### src/rtl/prog_updown_counter.sv
// Loadable up/down counter with saturate-or-wrap bounds, auto-reload on
// underflow, registered zero/max flags, terminal-count pulse and sticky error.
module prog_updown_counter #(
  parameter int WIDTH     = 4,
  parameter int RESET_VAL = 0,
  parameter bit SATURATE  = 1'b1
) (
  input  logic             clk,
  input  logic             rst,
  input  logic [WIDTH-1:0] IN,
  input  logic             latch,
  input  logic             dec,
  input  logic             inc,
  input  logic             auto_reload,
  output logic [WIDTH-1:0] count,
  output logic             zero,
  output logic             max,
  output logic             tc_pulse,
  output logic             err
);

  localparam logic [WIDTH-1:0] MAXV = '1;
  localparam logic [WIDTH-1:0] RSTV = WIDTH'(RESET_VAL);
  localparam logic [WIDTH-1:0] ONE  = WIDTH'(1);

  logic [WIDTH-1:0] r_cnt, r_rld;
  logic             r_zero, r_max, r_tc, r_err;

  logic [WIDTH-1:0] w_cnt_nxt, w_rld_nxt;
  logic             w_tc_nxt, w_err_nxt;

  always_comb begin
    w_cnt_nxt = r_cnt;
    w_rld_nxt = r_rld;
    w_tc_nxt  = 1'b0;
    w_err_nxt = r_err;
    if (latch) begin
      w_cnt_nxt = IN;
      w_rld_nxt = IN;
      w_err_nxt = 1'b0;
    end else if (inc && dec) begin
      w_cnt_nxt = r_cnt;
    end else if (dec) begin
      if (r_cnt == ONE) begin
        w_cnt_nxt = '0;
        w_tc_nxt  = 1'b1;
      end else if (r_cnt == '0) begin
        // Reload is a normal event, not an underflow.
        if (auto_reload) begin
          w_cnt_nxt = r_rld;
        end else begin
          w_cnt_nxt = SATURATE ? '0 : MAXV;
          w_err_nxt = 1'b1;
        end
      end else begin
        w_cnt_nxt = r_cnt - ONE;
      end
    end else if (inc) begin
      if (r_cnt == MAXV) begin
        w_cnt_nxt = SATURATE ? MAXV : '0;
        w_err_nxt = 1'b1;
      end else begin
        w_cnt_nxt = r_cnt + ONE;
      end
    end
  end

  // Flags are computed from the next count so they line up with it.
  always_ff @(posedge clk or posedge rst) begin
    if (rst) begin
      r_cnt  <= RSTV;
      r_rld  <= RSTV;
      r_zero <= (RSTV == '0);
      r_max  <= (RSTV == MAXV);
      r_tc   <= 1'b0;
      r_err  <= 1'b0;
    end else begin
      r_cnt  <= w_cnt_nxt;
      r_rld  <= w_rld_nxt;
      r_zero <= (w_cnt_nxt == '0);
      r_max  <= (w_cnt_nxt == MAXV);
      r_tc   <= w_tc_nxt;
      r_err  <= w_err_nxt;
    end
  end

  assign count    = r_cnt;
  assign zero     = r_zero;
  assign max      = r_max;
  assign tc_pulse = r_tc;
  assign err      = r_err;

endmodule
### config.mk
export PLATFORM = sky130hd
export DESIGN_NAME = prog_updown_counter
export DESIGN_NICKNAME = d
export VERILOG_FILES = /design/src/rtl/prog_updown_counter.sv
export SDC_FILE = /design/constraint.sdc
export NUM_CORES = 1
export LEC_CHECK = 0
export BUFFER_PORTS_ARGS = -buffer_cell sky130_fd_sc_hd__buf_4
export CAP_MARGIN = 10
export CORE_UTILIZATION = 50
export CTS_CLUSTER_SIZE = 40
export DETAILED_ROUTE_END_ITERATION = 10
export PLACE_DENSITY = 0.86
export SLEW_MARGIN = 30
export SYNTH_ARGS = -nofsm -noshare
export SYNTH_HDL_FRONTEND = slang
export SYNTH_SLANG_ARGS = --single-unit
### constraint.sdc
create_clock -name clk -period 2.18 [get_ports clk]
set_input_delay 0.327 -clock clk [delete_from_list [all_inputs] [get_ports clk]]
set_output_delay 0.327 -clock clk [all_outputs]
set_load 0.01 [all_outputs]
**After elaboration in Yosys (flattened, before gate mapping)**

Cells that the tools add are included.

- Logic and storage cells: 41
- Output and inout bits: 8
- Register bits after elaboration: 12
- Input bits: 10

- Mux-type cells: 20
- Eq/ne operators: 7
- Reductions and logical operators: 6
- Add/sub/neg operators: 2

Operators by type and width:

| cell | number |
|---|---|
| $mux 4 | 8 |
| $mux 1 | 12 |
| $eq 4x4->1 const B | 2 |
| $logic_not 4->1 | 2 |
| $ne 3x3->1 const B | 2 |
| $reduce_and 6->1 | 1 |
| $reduce_bool 3->1 | 2 |
| $add 4x1->4 const B | 1 |
| $eq 4x1->1 const B | 1 |
| $sub 4x1->4 const B | 1 |
| $ne 3x2->1 const B | 1 |
| $ne 2x2->1 const B | 1 |
| $logic_and 1x1->1 | 1 |

**Depth between registers and ports, before layout**

Gate-level depths: netlist of run 1.

- Depth after elaboration: 7
- Depth in mapped cells: 7
- Gate-level depth less buffers: 7

**Worst setup path after synthesis of run 1**

OpenSTA, ideal clock, no wires.

- Kind: register to register
- Start: reg r_cnt[0], in the netlist count[0]
- End: reg r_max, in the netlist max
- Setup time: 0.068 ns
- Required time: 2.112 ns
- Path buffers: 0
- Clock period less this slack: 1.946 ns
- Data arrival time: 1.878 ns
- Cell stages (with the launch flop): 8
- Setup slack: 0.234 ns
- Cell sequence: dfrtp_1 -> inv_1 -> ha_1 -> nor3b_2 -> mux2_2 -> o2111ai_1 -> o21a_1 -> and4_1

- Cells in the longest elaborated chain, start to end: 7
- Elaborated cells between the ends (all ways): 13
- Classes of those cells: add/sub (2); eq/ne (3); mux (7); reduce/logical (1)

RTL lines:

| item | line | RTL |
|---|---|---|
| start: declaration | 26 | `logic [WIDTH-1:0] r_cnt, r_rld;` |
| start signal: assignment | 78 | `r_cnt <= w_cnt_nxt;` |
| $add 4x1->4 (tied with other cells) | 63 | `w_cnt_nxt = r_cnt + ONE;` |
| $mux 4 (on tied branches) | 59, 47 |  |
| $mux 4 (on tied branches) | 58, 44 |  |
| $mux 4 * | 43 | `end else if (dec) begin` |
| $mux 4 * | 41 | `end else if (inc && dec) begin` |
| $mux 4 * | 37 | `if (latch) begin` |
| net w_cnt_nxt[1] | 29 | `logic [WIDTH-1:0] w_cnt_nxt, w_rld_nxt;` |
| $eq 4x4->1 * | 81 | `r_max <= (w_cnt_nxt == MAXV);` |
| end signal: assignment | 74 | `r_max <= (RSTV == MAXV);` |
| end signal: assignment | 81 |  |
| end: declaration | 27 | `logic r_zero, r_max, r_tc, r_err;` |

The timed path passes the listed nets; every way through them passes the cells marked *.
A chain may end at the register's enable or synchronous reset.

**Worst setup path after layout of run 1**

Same ends and word-level chain as after synthesis.

==> results of run 1 <==
==> sequential cells by signal, indices dropped and copies added (netlist names) <==
register,count
count,4
r_rld,4
err,1
zero,1
tc_pulse,1
max,1
==> Yosys cell counts, types with 2 or more instances <==
| master | instances |
|---|---|
| nor3b_1 | 4 |
| nand4_1 | 3 |
| dfrtp_1 | 11 |
| ha_1 | 3 |
| mux2_2 | 5 |
| o21ai_0 | 3 |
| a21oi_1 | 3 |
| nand3_1 | 2 |
| nor3_1 | 2 |
| nand2_1 | 4 |
| nor2_1 | 5 |
| buf_4 | 2 |
| inv_1 | 6 |
==> worst reg2reg max path, cell delays in order (launching register included) <==
cell and delay (ps):
dfrtp_1 390, inv_1 110, ha_1 220, nor3b_2 270
mux2_2 370, o2111ai_1 170, o21a_1 190, and4_1 190
==> final cells by class <==
class	instances	area [um^2]	share of cell area [%]
clock buffer	4	36.3	3.78
inverter	6	22.5	2.34
multi-input combinational	56	438	45.6
sequential	12	302	31.4
tap	16	20.0	2.08
timing repair buffer	19	143	14.8
==> worst max path at each step <==
stage / startpoint / to / slack (ps) / cells past startpoint
6_report: count[0] / max / 210 / 7
5_1_grt: count[0] / max / 60 / 7
4_1_cts: count[0] / max / 210 / 7
3_5_place_dp: count[0] / max / 240 / 7
3_3_place_gp: count[0] / max / 330 / 7
2_1_floorplan: count[0] / max / 230 / 7
==> per-layer routing <==
layer,routed length [um],vias to the layer above,global-route usage [%]
li1,-,325,-
met1,781,318,27.0
met2,750,17,35.9
met3,70,4,4.35
met4,31,0,10.3
met5,0,-,0
==> power by group through the flow <==
stage               Combinational, mW  Clock (mW)  Sequential (mW)
detailed placement              0.201           0            0.271
finish                          0.201       0.183            0.266
global route                    0.222       0.193            0.270
global placement                0.195           0            0.269
CTS                             0.202       0.186            0.267
floorplan                       0.127           0            0.277
==> metrics by stage <==
| step | cells | hold WS [ps] | setup WS (ps) | power (mW) |
|---|---|---|---|---|
| detailed placement | 109 | 368 | 236 | 0.472 |
| global route | 113 | 105 | 64.6 | 0.685 |
| floorplan | 78 | 191 | 234 | 0.404 |
| CTS | 113 | 62.4 | 208 | 0.654 |
| global placement | 109 | 358 | 329 | 0.464 |
| finish | 113 | 49.4 | 207 | 0.650 |
==> logic make-up after synthesis <==
family	Yosys count	synth area share [%]
compound gates	17	16.6
xor+xnor	1	1.10
fa+ha+maj	3	4.73
buf+inv	10	6.78
flops	12	38.0
mux	6	8.36
simple gates	29	24.4
==> metrics, run 1 <==
status finished, final reports clean; worst relative slew slack 68.9%; Avg Inst Size Synth 10.2 um^2; Worst VDD drop between 500 and 600 uV; Worst setup SP type flip-flop; Flop pwr share 41.0%; Post-CTS Setup Bufs 0; Starting Density 53.3%; skew final 9.21 ps; ys flop type dfrtp_1; NumNets Final 111; CTS Buf Count 3; HP Class in2async; Crit Path Class reg2reg; TritonCTS clock tree yes; core box area roughly 1500 um^2; #FFs+latches synth 12; Resize count post-CTS 0; vias roughly 660; slowest stage cell on the critical path dfrtp_1; clk_lat worst skew 280 ps; clock transition at the registers of the reported paths 90 ps; Slew @ Worst Pin 465 ps; Pins Over Slew Limit 0; Seq/Total Area, Yosys 38.0%; setup TNS 0 ps; Bufs and invs on worst path 1; clk buf depth 2; wire per inst 14.5 um; CP Max Fanout 5; final number of hold-violating endpoints 0; GPL Wtd Cong around 0.89; CTS Root Cell clkbuf_4; # clock sinks 12; vias in the first global route 663; minimum clock period 1970 ps; share of the synthesized area in the top cell type 34.7%; Routed Antenna Nets 0; FMAX 507 MHz; reg2reg setup slack 210 ps; area grow syn2layout 21.1%; fin util 64.5%; via/cell ratio 5.88; CTS H-Tree Depth 1; WL final 1.63 mm; power density over the cells 676 nW/um^2; Unique masters post-synth 38; share of layout cells above drive strength 1 37.1%; DRT iter0 DRCs 5; syn_nets 91; 1st-pass router iterations 3; fin crit share 90.5%; Critical Path RT 2390 ps; Synth area leaders dfrtp_1 (35%), mux2_2 (7.1%), ha_1 (4.7%); IO Pins 18; post-placement cell area 925 um^2; most common cell after layout, fill and taps aside buf_4; cells along the critical path inv_1, ha_1, nor3b_2, mux2_2, o2111ai_1, o21a_1, and4_1; largest area contributor in the netlist dfrtp_1; row count 14; GRT Resource Usage Total 21.8%; pin count of the biggest net entering global routing 13; Antenna Cells 0; hold buffer count at CTS 0; Finish-stage setup viols 0; antenna violations before repair 0; I/O Buffers 17; Leak 0.434 nW; Chip Height 41.8 um; DPL Wire Length around 1.2 mm; most frequent cells in the layout buf_4 (19), dfrtp_1 (11), inv_1 (6); FF-to-FF path depth 7; die width 41.8 um; grt total ovfl 0; Fillers 124; reg2reg start count[0]; RSZ-0062 raised after global routing no; FF-to-FF End max; detailed-route DRC error count 0; biggest cell delay along the critical path 390 ps; power share of the clock group 28.2%; Net Switching 205 uW; Final Instance Area 961 um^2; endpoint class of the critical path flip-flop; Comb power frac 30.9%; ys async rst share 100%; Worst EP arrival 2190 ps; first-pass GRT wire length 2.90 mm; Top Family by Delay on Critical Path simple AND/OR/NAND/NOR gates; Net Sw Frac 31.6%; Max Cap Violations 0; Post-synth EDFFs 0; Post-Syn Area 793 um^2; internal power 445 uW; Post-Synthesis Cells 78; die area between 1500 and 2000 um^2; Synth Warn # 0
Power figures use the tool's default switching activity.
==> inputs of run 2 (changes only) <==
--- a/config.mk
+++ b/config.mk
@@ -5,12 +5,12 @@
 export SDC_FILE = /design/constraint.sdc
 export NUM_CORES = 1
 export LEC_CHECK = 0
-export BUFFER_PORTS_ARGS = -buffer_cell sky130_fd_sc_hd__buf_4
 export CAP_MARGIN = 10
 export CORE_UTILIZATION = 50
 export CTS_CLUSTER_SIZE = 40
 export DETAILED_ROUTE_END_ITERATION = 10
-export PLACE_DENSITY = 0.86
+export DONT_BUFFER_PORTS = 1
+export PLACE_DENSITY = 0.76
 export SLEW_MARGIN = 30
 export SYNTH_ARGS = -nofsm -noshare
 export SYNTH_HDL_FRONTEND = slang
==> run 2 against run 1 <==
  * Flip-flop and latch count did not move
  * Worst hold slack improved by 66 ps
  * Utilization down 7.4 points
  * Non-clock buffer count decreased by 15
  * Critical path depth unchanged
  * Clock-buffer cell count stayed put
  * Final area fell by 11%
  * Via count decreased by 8.9%
  * Die area is the same
  * Global-route usage down 1.9 points
  * Sequential share of layout area grew 4.1 points
==> metrics, run 2 (synthesis gave the netlist of run 1 again) <==
Slew @ Worst Pin 450 ps (was 465 ps); clk_lat worst skew 270 ps (was 280 ps); reg2reg start count[0] (unchanged); CTS Buf Count 3 (unchanged); Resize count post-CTS 0 (unchanged); grt total ovfl 0 (unchanged); Max Cap Violations 0 (unchanged); post-placement cell area 805 um^2 (was 925 um^2); min-delay src latch; most frequent cells in the layout dfrtp_1 (11), inv_1 (6), nor2_1 (5), mux2_2 (5) (was buf_4 (19), dfrtp_1 (11), inv_1 (6)); GPL Wtd Cong 0.885 (was 0.893); DPL Wire Length 1.21 mm (was 1.23 mm); status finished, final reports clean (unchanged); HP Class in2reg (was in2async); Finish-stage setup viols 0 (unchanged); Worst VDD drop 577 uV (was 515 uV); Net Switching 180 uW (was 205 uW); IO Pins 18 (unchanged); vias in the first global route 625 (was 663); Antenna Cells 0 (unchanged); clock transition at the registers of the reported paths 70 ps (was 90 ps); power density over the cells 709 nW/um^2 (was 676 nW/um^2); cells along the critical path inv_1, ha_1, nor3b_2, mux2_2, o2111ai_1, o21a_1, and4_1 (unchanged); Leak 0.359 nW (was 0.434 nW); Routed Antenna Nets 0 (unchanged); final number of hold-violating endpoints 0 (unchanged); RSZ-0062 raised after global routing no (unchanged); Worst setup SP type flip-flop (unchanged); row count 14 (unchanged); via/cell ratio 6.17 (was 5.88); pin count of the biggest net entering global routing 13 (unchanged); Critical Path RT 2390 ps (about the same); cell count after placement 93 (was 109); TritonCTS clock tree yes (unchanged); Comb power frac 27.0% (was 30.9%); die width 41.8 um (unchanged); Flop pwr share 44.4% (was 41.0%); Crit Path Class reg2reg (unchanged); vias 605 (was 664); die area 1750 um^2 (unchanged); first-pass GRT wire length 2.61 mm (was 2.90 mm); FMAX 501 MHz (was 507 MHz); CP Max Fanout 5 (unchanged); setup TNS 0 ps (unchanged); detailed-route DRC error count 0 (unchanged); Final Instance Area 851 um^2 (was 961 um^2); WL final 1.60 mm (was 1.63 mm); power share of the clock group 28.5% (was 28.2%); fin crit share 91.5% (was 90.5%); Pins Over Slew Limit 0 (unchanged); Final Instance Count excl. Fillers 98 (was 113); CTS Root Cell clkbuf_4 (unchanged); wire per inst 16.4 um (was 14.5 um); minimum clock period 1990 ps (was 1970 ps); slowest stage cell on the critical path dfrtp_1 (unchanged); worst relative slew slack 70.0% (was 68.9%); biggest cell delay along the critical path 390 ps (about the same); Post-CTS Setup Bufs 0 (unchanged); NumNets Final 96 (was 111); crit path from count[0] (unchanged); DRT iter0 DRCs 13 (was 5); clk buf depth 2 (unchanged); area grow syn2layout 7.26% (was 21.1%); FF-to-FF path depth 7 (unchanged); Fin Hold WS 115 ps (was 49.4 ps); CTS H-Tree Depth 1 (unchanged); I/O Buffers 0 (was 17); share of layout cells above drive strength 1 24.4% (was 37.1%); # clock sinks 12 (unchanged); Worst Hold Path Cells 1; Starting Density 53.3% (unchanged); Net Sw Frac 29.9% (was 31.6%); antenna violations before repair 0 (unchanged); Chip Height 41.8 um (unchanged); internal power 423 uW (was 445 uW); 1st-pass router iterations 4 (was 3); Worst EP arrival 2200 ps (was 2190 ps); core box area 1490 um^2 (unchanged); GRT Resource Usage Total 19.9% (was 21.8%); endpoint class of the critical path flip-flop (unchanged); skew final 1.13 ps (was 9.21 ps); most common cell after layout, fill and taps aside dfrtp_1 (was buf_4)
[run 2: changes by cell type in the layout (fill, tap and decap cells not counted)]
cell | previous run | this run
buf_4 | 19 | 3
dlygate4sd3_1 | 0 | 1
[run 2: worst paths after layout]
kind	endpoint	slack (ps)
worst max-delay path	max	190
worst min-delay path	err	120
worst max register to register	max	190
worst min register to register	r_rld[2]	520
max in group asynchronous	zero	1340
min in group asynchronous	err	500
[run 2: cell type report]
type                    instances  area [um^2]
well taps                      16         20.0
fillers                       130          638
inverters                       6         22.5
clock buffers                   4         36.3
multi-input cells              56          438
flip-flops and latches         12          302
repair buffers                  4         32.5
[run 2: timing repair]
item / in CTS / in global routing
hold buffers: 1 / 0
setup endpoints to repair: 0 / 0
endpoints found under the hold margin: 11 / 0
[run 2: power by group through the flow]
stage	Clock (mW)	Combinational [mW]	Sequential, mW
after CTS	0.179	0.162	0.268
after floorplan	0	0.127	0.277
after detailed placement	0	0.161	0.273
final	0.172	0.163	0.268
after global placement	0	0.156	0.272
after global routing	0.190	0.182	0.270
[run 2: per-stage QoR]
step | utilization, % | setup WS [ps] | power, mW
floorplan | - | 234 | 0.404
global placement | 54.0 | 324 | 0.428
detailed placement | 54.0 | 225 | 0.433
CTS | 57.1 | 206 | 0.609
global route | 57.1 | 60.0 | 0.642
finish | 57.1 | 186 | 0.603
[run 2: per-layer routing]
metal	wire length (um)	GRT usage, %	share of wire, %
met4	14	3.87	0.87
met2	784	34.4	49
met3	125	7.83	7.8
met5	0	0	0
met1	679	23.2	42
[run 2: critical path: cells and delay by family (launching register included)]
| kind | cells | cell delay [ps] |
|---|---|---|
| AND/OR/NAND/NOR | 2 | 490 |
| adder cells (fa/ha/maj) | 1 | 220 |
| flip-flops | 1 | 390 |
| buffers and inverters | 1 | 100 |
| multiplexers | 1 | 370 |
| AO/OA/AOI/OAI | 2 | 360 |
